File: src/rtl/lh_lane_fifo_pkg.sv
// Shared constants and helpers for the two-lane Low/High partitioned FIFO.
// Lane indices are fixed: LANE_L carries Low data, LANE_H carries High data.
package lh_lane_fifo_pkg;

   localparam int unsigned LANE_L    = 0;
   localparam int unsigned LANE_H    = 1;
   localparam int unsigned NUM_LANES = 2;

   localparam int unsigned DEF_WIDTH = 8;
   localparam int unsigned DEF_DEPTH = 4;

   // Ceiling log2, usable in parameter defaults.
   function automatic int unsigned clog2(input int unsigned n);
      int unsigned r;
      r = 0;
      for (int unsigned k = 0; k < 32; k++) begin
         if ((64'd1 << r) < 64'(n)) r = r + 1;
      end
      return r;
   endfunction

endpackage

File: src/rtl/lh_lane_fifo_core.sv
// Single-lane show-ahead FIFO; the top instantiates one per security lane so
// no storage, pointer or control state is ever shared between labels.
module lh_lane_fifo_core
   import lh_lane_fifo_pkg::*;
#(
   parameter int unsigned WIDTH = DEF_WIDTH,
   parameter int unsigned DEPTH = DEF_DEPTH,
   parameter int unsigned AW    = clog2(DEPTH)
) (
   input  logic             clk_i,
   input  logic             reset_i,
   input  logic             flush_i,
   input  logic             in_valid_i,
   output logic             in_ready_o,
   input  logic [WIDTH-1:0] in_data_i,
   output logic             out_valid_o,
   input  logic             out_ready_i,
   output logic [WIDTH-1:0] out_data_o
);

   localparam logic [AW:0] CountFull = (AW + 1)'(DEPTH);

   logic [WIDTH-1:0] mem_q [DEPTH];
   logic [AW-1:0]    wr_ptr_q, wr_ptr_d;
   logic [AW-1:0]    rd_ptr_q, rd_ptr_d;
   logic [AW:0]      count_q, count_d;
   logic             push, pop, we;

   // in_ready is forced low while reset is held so no push can be inferred.
   assign in_ready_o  = ~reset_i & (count_q != CountFull);
   assign out_valid_o = (count_q != '0);
   assign push        = in_valid_i & in_ready_o;
   assign pop         = out_valid_o & out_ready_i;
   assign we          = push & ~flush_i;
   assign out_data_o  = mem_q[rd_ptr_q];

   always_comb begin
      wr_ptr_d = wr_ptr_q;
      rd_ptr_d = rd_ptr_q;
      count_d  = count_q;
      if (flush_i) begin
         wr_ptr_d = '0;
         rd_ptr_d = '0;
         count_d  = '0;
      end else begin
         wr_ptr_d = wr_ptr_q + AW'(push);
         rd_ptr_d = rd_ptr_q + AW'(pop);
         count_d  = count_q + (AW + 1)'(push) - (AW + 1)'(pop);
      end
   end

   always_ff @(posedge clk_i) begin
      if (reset_i) begin
         wr_ptr_q <= '0;
         rd_ptr_q <= '0;
         count_q  <= '0;
      end else begin
         wr_ptr_q <= wr_ptr_d;
         rd_ptr_q <= rd_ptr_d;
         count_q  <= count_d;
      end
   end

   // Storage is deliberately not reset; out_valid gates its visibility.
   always_ff @(posedge clk_i) begin
      if (we) mem_q[wr_ptr_q] <= in_data_i;
   end

endmodule

File: src/rtl/lh_lane_fifo.sv
// Two-lane Low/High FIFO: lane 0 holds {L} data, lane 1 holds {H} data, fully independent.
// Optional per-lane synchronous flush input is enabled by defining LH_LANE_FLUSH_EN.
module lh_lane_fifo
   import lh_lane_fifo_pkg::*;
#(
   parameter int unsigned WIDTH = DEF_WIDTH,
   parameter int unsigned DEPTH = DEF_DEPTH,
   parameter int unsigned AW    = clog2(DEPTH)
) (
   input  logic             clk,
   input  logic             reset,
`ifdef LH_LANE_FLUSH_EN
   input  logic [1:0]       flush,
`endif
   input  logic [1:0]       in_valid,
   output logic [1:0]       in_ready,
   input  logic [WIDTH-1:0] in_data_lo,
   input  logic [WIDTH-1:0] in_data_hi,
   output logic [1:0]       out_valid,
   input  logic [1:0]       out_ready,
   output logic [WIDTH-1:0] out_data_lo,
   output logic [WIDTH-1:0] out_data_hi
);

   logic flush_lo;
   logic flush_hi;

`ifdef LH_LANE_FLUSH_EN
   assign flush_lo = flush[LANE_L];
   assign flush_hi = flush[LANE_H];
`else
   assign flush_lo = 1'b0;
   assign flush_hi = 1'b0;
`endif

   // Each lane sees only its own bit of every handshake vector.
   lh_lane_fifo_core #(
      .WIDTH (WIDTH),
      .DEPTH (DEPTH),
      .AW    (AW)
   ) u_lane_lo (
      .clk_i       (clk),
      .reset_i     (reset),
      .flush_i     (flush_lo),
      .in_valid_i  (in_valid[LANE_L]),
      .in_ready_o  (in_ready[LANE_L]),
      .in_data_i   (in_data_lo),
      .out_valid_o (out_valid[LANE_L]),
      .out_ready_i (out_ready[LANE_L]),
      .out_data_o  (out_data_lo)
   );

   lh_lane_fifo_core #(
      .WIDTH (WIDTH),
      .DEPTH (DEPTH),
      .AW    (AW)
   ) u_lane_hi (
      .clk_i       (clk),
      .reset_i     (reset),
      .flush_i     (flush_hi),
      .in_valid_i  (in_valid[LANE_H]),
      .in_ready_o  (in_ready[LANE_H]),
      .in_data_i   (in_data_hi),
      .out_valid_o (out_valid[LANE_H]),
      .out_ready_i (out_ready[LANE_H]),
      .out_data_o  (out_data_hi)
   );

endmodule

File: config.mk
export PLATFORM = sky130hd
export DESIGN_NAME = lh_lane_fifo
export DESIGN_NICKNAME = d
export VERILOG_FILES = /design/src/rtl/lh_lane_fifo_pkg.sv /design/src/rtl/lh_lane_fifo_core.sv /design/src/rtl/lh_lane_fifo.sv
export SDC_FILE = /design/constraint.sdc
export NUM_CORES = 1
export LEC_CHECK = 0
export CAP_MARGIN = 5
export CORE_MARGIN = 2
export CORE_UTILIZATION = 48
export CTS_CLUSTER_DIAMETER = 30
export DETAILED_ROUTE_END_ITERATION = 8
export HOLD_SLACK_MARGIN = 0.15
export PLACE_DENSITY = 0.77
export REMOVE_ABC_BUFFERS = 1
export SLEW_MARGIN = 5
export SYNTH_ARGS = -nofsm -noshare
export SYNTH_HDL_FRONTEND = slang
export SYNTH_SLANG_ARGS = --single-unit
File: constraint.sdc
create_clock -name clk -period 6.4 [get_ports clk]
set_input_delay 1.28 -clock clk [delete_from_list [all_inputs] [get_ports clk]]
set_output_delay 1.28 -clock clk [all_outputs]
set_load 0.005 [all_outputs]
**After elaboration in Yosys (flattened, before gate mapping)**

Memory sizes are Yosys's and may differ from the RTL's. A register that Yosys moved wholly into a read port is not among the register bits.
Index checks and enable logic that the tools add are counted.

- Equality and inequality tests: 2
- Add/subtract/negate cells: 8
- Reductions and logical operators: 2
- Bitwise logic cells: 7
- Mux-type cells: 6

Operator list:

| cell | count |
|---|---|
| $add A2 B1 Y2 | 4 |
| $add A3 B1 Y3 | 2 |
| $and A1 B1 Y1 | 6 |
| $ne A3 B3 Y1 const B | 2 |
| $reduce_bool A3 Y1 | 2 |
| $sub A3 B1 Y3 | 2 |
| $mux W1 | 4 |
| $mux W2 | 2 |
| $not A1 Y1 | 1 |

- Register bits: 14
- Memories kept: 2
- Word-level logic and storage cells: 33
- RAM bits: 64
- Output and inout bits: 20

Memory list:

| memory | words | bits a word | read ports | clocked after memory_dff | wr ports | line | source |
|---|---|---|---|---|---|---|---|
| u_lane_hi.mem_q | 4 | 8 | 1 | 1 | 1 | lh_lane_fifo_core.sv:23 | `logic [WIDTH-1:0] mem_q [DEPTH];` |
| u_lane_lo.mem_q | 4 | 8 | 1 | 1 | 1 | lh_lane_fifo_core.sv:23 |  |

**Longest topological paths before layout**

Gate-level depths: netlist of run 1.

- Depth after elaboration: 5
- Mapped depth: 9
- Gate-level depth less buffers: 9

**Modules after synthesis**

From an unflattened synthesis of run 1, not the netlist that was laid out.

- Cell total of the unflattened synthesis: 163
- Area, all modules: 3089.2 µm²

Modules (own cells, without submodules):

| module | cells an instance | seq. area each (µm²) | area an instance (µm²) | times used |
|---|---|---|---|---|
| lh_lane_fifo_core | 81 | 1101.1 | 1542.7 | 2 |
| lh_lane_fifo | 1 | 0.0 | 3.8 | 1 |

**Worst setup path before layout of run 1**

OpenSTA, ideal clock, no wires.

- Path type: input -> output
- From: input port reset
- To: output port in_ready[1]
- Arrival time: 1.629 ns
- Cell stages on the path: 3
- Buffers on the path: 2
- Slack: 3.491 ns
- Path through: buf_2 nor2_1 buf_4

- Longest elaborated chain between the ends: 2

Ends and longest elaborated chain:

| what | line | source |
|---|---|---|
| from (decl) | lh_lane_fifo.sv:11 | `input logic reset,` |
| $not A1 Y1 | lh_lane_fifo_core.sv:30 | `assign in_ready_o = ~reset_i & (count_q != CountFull);` |
| $and A1 B1 Y1 | lh_lane_fifo_core.sv:30 |  |
| to (decl) | lh_lane_fifo.sv:16 | `output logic [1:0] in_ready,` |

No other way between the ends.

**Worst setup path in the final report of run 1**

- From: input port reset
- To: output port in_ready[0]

Same word-level chain as after synthesis.

==> impl_summary.txt, run 1 <==
----------------------------------------------------
[Logic synthesis]
  Post-synthesis cell type with the largest combined area ... sky130_fd_sc_hd__edfxtp_1
  Post-synth top area share ... 62.0%
  Cells after synthesis ... 162
  Proportion of register bits with asynchronous set or reset after synthesis ... 0%
  Flops & latches, synth ... 78
  Cells taking the most area after synthesis ... sky130_fd_sc_hd__edfxtp_1 (62%), sky130_fd_sc_hd__mux4_2 (12%), sky130_fd_sc_hd__dfxtp_1 (9.0%)
  Netlist Area Pre-Place ... 0.00310 sq mm
  Post-synth top cells ... sky130_fd_sc_hd__edfxtp_1 (64), sky130_fd_sc_hd__mux4_2 (16), sky130_fd_sc_hd__dfxtp_1 (14)
  Most common flop cell mapped by yosys ... sky130_fd_sc_hd__edfxtp_1
  Sequential fraction of the synthesis area ... 71.1%
  Most repeated cell in the gate-level netlist after synthesis ... sky130_fd_sc_hd__edfxtp_1
  Syn avg cell area ... 19.1 sq um
  Count of warnings emitted by yosys ... 0
  Count of different cell masters after synthesis ... 21
  Number of enable-type register cells in the synthesized netlist ... 64

[Detailed routing]
  Iteration-0 DRC count of the detailed router ... 59
  Routed WL ... 4920 microns
  Via density ... 5.22
  Routed wirelength normalized by instance count ... 16.9 microns
  DRC violation count after routing ... 0
  Number of detailed-routing iterations run before antenna repair ... 4
  Routed Antenna Nets ... 0
  Total number of vias ... 1519

[STA]
  Sum Neg Setup Slack ... 0 ns
  Minimum setup slack in the final design ... 2.15 ns
  Number of endpoints with negative hold slack in the final report ... 0
  Final Hold Slack ... 0.540 ns
  Part of the cycle the worst path needs ... 66.4%
  Setup repair after global routing missed its margin ... no
  Final-report setup violation count ... 0
  Final slew viol count ... 0
  Tightest slew margin relative to the limit ... 29.2%
  Highest clock rate ... 0.235 GHz
  Worst-Margin Slew ... 1.06 ns
  Worst clock skew ... 0.00726 ns
  Shortest period the worst path allows ... 4.25 ns

[CTS]
  Register clock-pin slew on the reported worst setup and hold paths ... 0.07 ns
  Clock root cell ... sky130_fd_sc_hd__clkbuf_8
  Number of clock sinks seen by CTS ... 78
  CTS Buffer Depth ... 2
  Number of CTS-inserted buffers ... 9
  Number of buffers added to fix hold violations after cts ... 0
  H-Tree Level Count ... 3
  Post-CTS setup buffer count ... 0
  Clock tree from TritonCTS ... built
  Count of instances resized after the clock tree is built ... 0
  Worst skew pair latency ... 0.34 ns

[Setup path]
  Largest delay share family, worst path ... buffers and inverters
  Worst path required time ... 5.12 ns
  Critical Path End Type ... primary output
  Setup crit start kind ... input port
  Worst EP arrival ... 2.97 ns
  Slowest stage cell, crit path ... sky130_fd_sc_hd__clkdlybuf4s50_1
  Ordered list of cells on the worst path ... clkdlybuf4s50_1, nor2_1, clkdlybuf4s50_1
  Buf/Inv on CP ... 2
  CP max stage delay ... 0.88 ns
  Largest driver fanout on the critical path ... 26
  Most used cell, CP ... sky130_fd_sc_hd__clkdlybuf4s50_1
  Setup Crit Path Kind ... in2out

[Place]
  Count of placed standard cells including taps ... 276
  Setup slack at placement ... 2.14 ns
  Detailed-placement wirelength estimate ... 3350 microns
  Instance area after placement ... 0.00359 sq mm
  Final estimated routing congestion in global placement ... 0.674
  Count of buffers from port buffering ... 41

[Min path]
  Class of the tightest hold or removal check ... reg2reg

[Floorplanning]
  Std-Cell Rows ... 29
  Ports placed on the boundary ... 42
  Area inside the core boundary ... 0.00628 sq mm
  Starting Density ... 49.4%
  DIE HEIGHT ... 84.3 microns
  DIE AREA ... 0.00711 sq mm
  Chip width ... 84.3 microns

[Global route]
  Total overflow reported by the global router ... 0
  Pin count of the biggest net entering global routing ... 27
  Overall global routing resource usage ... 14.8%
  Number of antenna violations at the first check in global routing ... 0
  Wire length of the first global-routing pass ... 7820 microns
  Number of global-route vias before repair ... 1570

[Layout]
  Number of cells in the finished layout apart from fillers ... 291
  Total inserted antenna cells ... 0
  Layout cell share with drive strength beyond 1 ... 18.2%
  Design area ... 0.00377 sq mm
  Utilization after layout ... 60.0%
  Nets ... 242
  Area growth, synth to finish ... 21.6%

[Power and ir drop]
  Pwr per Cell Area ... 354 mW/mm^2
  Static Leakage ... 1.27 nW
  Total power ... 1.33 mW
  IR drop worst, VDD ... 0.199 mV

[Flow run]
  Max cap viols ... 0

[Outcome]
  Status ... complete, no violations

----------------------------------------------------
sequential cells by signal (all words and copies together), names as in the netlist:
name,cells
u_lane_hi.rd_ptr_q,2
u_lane_hi.count_q,3
u_lane_lo.mem_q,32
u_lane_lo.count_q,3
u_lane_hi.wr_ptr_q,2
u_lane_hi.mem_q,32
u_lane_lo.wr_ptr_q,2
u_lane_lo.rd_ptr_q,2
worst reg2reg max path, delay by kind of cell (launching register included):
family / cells / cell delay (ns)
DFF: 1 / 0.36
and+or+nand+nor: 3 / 0.64
buffers and inverters: 2 / 0.11
adders and majority gates: 3 / 0.79
xor gates and xnor gates: 1 / 0.20
cells in the final DEF, fill, tap and decap left out:
cell type / count
sky130_fd_sc_hd__edfxtp_1: 64
sky130_fd_sc_hd__clkdlybuf4s50_1: 41
sky130_fd_sc_hd__mux4_2: 16
sky130_fd_sc_hd__dfxtp_1: 14
sky130_fd_sc_hd__nor2_1: 10
sky130_fd_sc_hd__clkbuf_8: 9
sky130_fd_sc_hd__ha_1: 8
sky130_fd_sc_hd__inv_1: 6
sky130_fd_sc_hd__nor2b_1: 6
sky130_fd_sc_hd__buf_4: 6
sky130_fd_sc_hd__nor4_1: 4
sky130_fd_sc_hd__xnor2_1: 4
sky130_fd_sc_hd__or3_1: 2
sky130_fd_sc_hd__and2_1: 2
sky130_fd_sc_hd__nor3b_2: 2
sky130_fd_sc_hd__nor3b_1: 2
sky130_fd_sc_hd__nand2_1: 2
sky130_fd_sc_hd__nor4b_1: 2
sky130_fd_sc_hd__nand2b_1: 2
sky130_fd_sc_hd__nor4b_2: 2
sky130_fd_sc_hd__xnor3_1: 2
sky130_fd_sc_hd__fa_1: 2
sky130_fd_sc_hd__clkinv_2: 2
sky130_fd_sc_hd__clkinvlp_4: 1
sky130_fd_sc_hd__clkbuf_1: 1
sky130_fd_sc_hd__bufinv_16: 1
sky130_fd_sc_hd__clkinv_1: 1
power breakdown:
group          internal (mW)  total (mW)  switching [mW]
Combinational          0.234       0.349           0.115
Clock                  0.175       0.335           0.160
Sequential             0.594       0.651          0.0568
Total                   1.00        1.33           0.331
area by class of cell:
cell class	instances	area, sq um
Fill cell	487	2510
Clock inverter	5	51.3
Clock buffer	10	128
Sequential cell	78	2200
Inverter	6	22.5
Timing Repair Buffer	47	455
Multi-Input combinational cell	68	813
Tap cell	77	96.3
cell families after synthesis:
group / after synthesis / share of synthesized area (%)
AND/OR/NAND/NOR: 36 / 7.11
multiplexers: 16 / 11.6
XOR/XNOR: 6 / 2.58
buffers and inverters: 16 / 3.07
adder cells (fa/ha/maj): 10 / 4.52
flip-flops: 78 / 71.1
per-layer routing:
| layer | global-route usage [%] | part of all wire [%] | wire (microns) | vias to the layer above |
|---|---|---|---|---|
| met5 | 0 | 0 | 0 | - |
| met4 | 8.23 | 2.2 | 109 | 0 |
| met3 | 3.64 | 3.5 | 173 | 10 |
| met2 | 24.3 | 52 | 2570 | 33 |
| met1 | 18.1 | 42 | 2070 | 758 |
| li1 | - | - | - | 718 |
final timing paths:
kind                               startpoint                                to  slack, ns  depth (start not counted)
max reg2reg   u_lane_lo.count_q[1]$_SDFF_PP0_   u_lane_lo.count_q[2]$_SDFF_PP0_       4.18                          9
min          u_lane_lo.wr_ptr_q[1]$_SDFF_PP0_  u_lane_lo.wr_ptr_q[1]$_SDFF_PP0_       0.54                          2
max                                     reset                       in_ready[0]       2.15                          3
min reg2reg  u_lane_lo.wr_ptr_q[1]$_SDFF_PP0_  u_lane_lo.wr_ptr_q[1]$_SDFF_PP0_       0.54                          2
Note: power is estimated with default switching activity, not from simulation.
==> run 2, diff against run 1 <==
==> constraint.sdc (replaced) <==
create_clock -name clk -period 4 [get_ports clk]
set_input_delay 0.8 -clock clk [delete_from_list [all_inputs] [get_ports clk]]
set_output_delay 0.8 -clock clk [all_outputs]
set_load 0.005 [all_outputs]
==> run 2 against run 1 <==
Against the previous run: worst hold slack got worse by 0.0079 ns; via count increased by 0.46%; non-clock buffer count increased by 3; sequential cell count unchanged; clock skew decreased by 0.00057 ns; register-to-register slack got worse by 2.4 ns; die area unchanged; clock power increased by 68%; global-route usage increased by 0.53 points; combinational power increased by 60%; critical path depth decreased by 1; core utilization increased by 0.54 points.
==> impl_summary.txt, run 2 (synthesis results as in run 1) <==
----------------------------------------------------
[Outcome]
  Status ... complete, no violations

[Setup path]
  Setup crit start kind ... register
  Slowest stage cell, crit path ... sky130_fd_sc_hd__dfxtp_1
  Setup Crit Path Kind ... reg2out
  Worst path required time ... 3.20 ns
  CP max stage delay ... 0.72 ns
  Worst EP arrival ... 2.12 ns
  Ordered list of cells on the worst path ... mux4_2, clkdlybuf4s50_1
  Critical Path End Type ... primary output
  Largest driver fanout on the critical path ... 9

[Power and ir drop]
  Net switching share of the total power ... 25.4%
  Switching power total ... 550 uW
  Internal cell power ... 1.61 mW
  Total power ... 2.16 mW
  Comb power frac ... 25.8%
  Share of total power in the clock network ... 26.0%
  IR drop worst, VDD ... 0.416 mV
  Pwr per Cell Area ... 568 mW/mm^2
  Proportion of power drawn by flip-flops and latches ... 48.2%
  Static Leakage ... 1.29 nW

[Floorplanning]
  DIE HEIGHT ... 84.3 microns
  Chip width ... 84.3 microns
  DIE AREA ... 0.00711 sq mm
  Area inside the core boundary ... 0.00628 sq mm
  Starting Density ... 49.4%
  Std-Cell Rows ... 29
  Ports placed on the boundary ... 42

[Detailed routing]
  Via density ... 5.17
  Routed WL ... 4950 microns
  Total number of vias ... 1526
  Iteration-0 DRC count of the detailed router ... 94
  Number of detailed-routing iterations run before antenna repair ... 4
  Routed Antenna Nets ... 0
  Routed wirelength normalized by instance count ... 16.8 microns
  DRC violation count after routing ... 0

[CTS]
  Register clock-pin slew on the reported worst setup and hold paths ... 0.07 ns
  Number of clock sinks seen by CTS ... 78
  H-Tree Level Count ... 3
  Clock root cell ... sky130_fd_sc_hd__clkbuf_8
  Count of instances resized after the clock tree is built ... 0
  Number of buffers added to fix hold violations after cts ... 0
  Number of CTS-inserted buffers ... 9
  Worst skew pair latency ... 0.34 ns
  Clock tree from TritonCTS ... built
  Post-CTS setup buffer count ... 0
  CTS Buffer Depth ... 2

[STA]
  Highest clock rate ... 0.343 GHz
  Worst clock skew ... 0.00669 ns
  Final-report setup violation count ... 0
  Part of the cycle the worst path needs ... 72.9%
  Final Hold Slack ... 0.533 ns
  Minimum setup slack in the final design ... 1.08 ns
  Number of endpoints with negative hold slack in the final report ... 0
  Tightest slew margin relative to the limit ... 58.6%
  Final slew viol count ... 0
  Setup repair after global routing missed its margin ... no
  Shortest period the worst path allows ... 2.92 ns
  Sum Neg Setup Slack ... 0 ns
  Worst-Margin Slew ... 0.620 ns

[Layout]
  Most common library cell in the layout ignoring fill and taps ... sky130_fd_sc_hd__edfxtp_1
  Leading registers by flop count ... u_lane_hi.mem_q x32, u_lane_lo.mem_q x32
  Commonest cells after routing, fill and taps aside ... sky130_fd_sc_hd__edfxtp_1 (64), sky130_fd_sc_hd__clkdlybuf4s50_1 (41), sky130_fd_sc_hd__mux4_2 (16)
  Design area ... 0.00380 sq mm
  Total inserted antenna cells ... 0
  Nets ... 245
  Utilization after layout ... 60.6%
  Layout cell share with drive strength beyond 1 ... 19.7%
  Number of cells in the finished layout apart from fillers ... 295
  Area growth, synth to finish ... 22.7%

[Global route]
  Wire length of the first global-routing pass ... 8050 microns
  Pin count of the biggest net entering global routing ... 17
  Number of antenna violations at the first check in global routing ... 0
  Total overflow reported by the global router ... 0
  Number of global-route vias before repair ... 1598
  Overall global routing resource usage ... 15.3%

[Place]
  Setup slack at placement ... 1.02 ns
  Instance area after placement ... 0.00361 sq mm
  Count of buffers from port buffering ... 41
  Final estimated routing congestion in global placement ... 0.715
  Detailed-placement wirelength estimate ... 3340 microns
  Count of placed standard cells including taps ... 279

[Min path]
  Class of the tightest hold or removal check ... reg2reg

[Flow run]
  Max cap viols ... 0

----------------------------------------------------
==> run 2: power by group through the flow <==
| stage | combinational, mW | sequential (mW) | clock (mW) |
|---|---|---|---|
| 4_1_cts | 0.569 | 1.05 | 0.576 |
| 5_1_grt | 0.613 | 1.06 | 0.610 |
| 2_1_floorplan | 0.318 | 1.04 | 0 |
| 6_report | 0.557 | 1.04 | 0.563 |
| 3_3_place_gp | 0.557 | 1.06 | 0 |
| 3_5_place_dp | 0.564 | 1.07 | 0 |
==> run 2: area by class of cell <==
class	count	area [sq um]
Sequential cell	78	2200
Clock buffer	10	128
Inverter	6	22.5
Fill cell	458	2470
Clock inverter	6	62.6
Timing Repair Buffer	50	478
Multi-Input combinational cell	68	813
Tap cell	77	96.3
==> run 2: path summary, 6_finish.rpt <==
path / from / end / slack, ns / cells past startpoint
worst max-delay path: u_lane_hi.rd_ptr_q[0]$_SDFF_PP0_ / out_data_hi[0] / 1.08 / 2
worst min-delay path: u_lane_lo.wr_ptr_q[1]$_SDFF_PP0_ / u_lane_lo.wr_ptr_q[1]$_SDFF_PP0_ / 0.53 / 2
worst max register to register: u_lane_lo.count_q[1]$_SDFF_PP0_ / u_lane_lo.count_q[2]$_SDFF_PP0_ / 1.81 / 9
worst min register to register: u_lane_lo.wr_ptr_q[1]$_SDFF_PP0_ / u_lane_lo.wr_ptr_q[1]$_SDFF_PP0_ / 0.53 / 2
==> run 2: worst max-delay path, delay by kind of cell (launching register included) <==
family,cells,cell delay [ns]
buf+inv,1,0.46
mux,1,0.60
flops,1,0.72
==> run 2: routing by layer <==
metal	track usage, %	vias up	wire (microns)
met3	3.64	12	167
met5	0	-	0
met4	8.95	0	128
met2	22.8	31	2430
met1	20.9	760	2230
li1	-	723	-
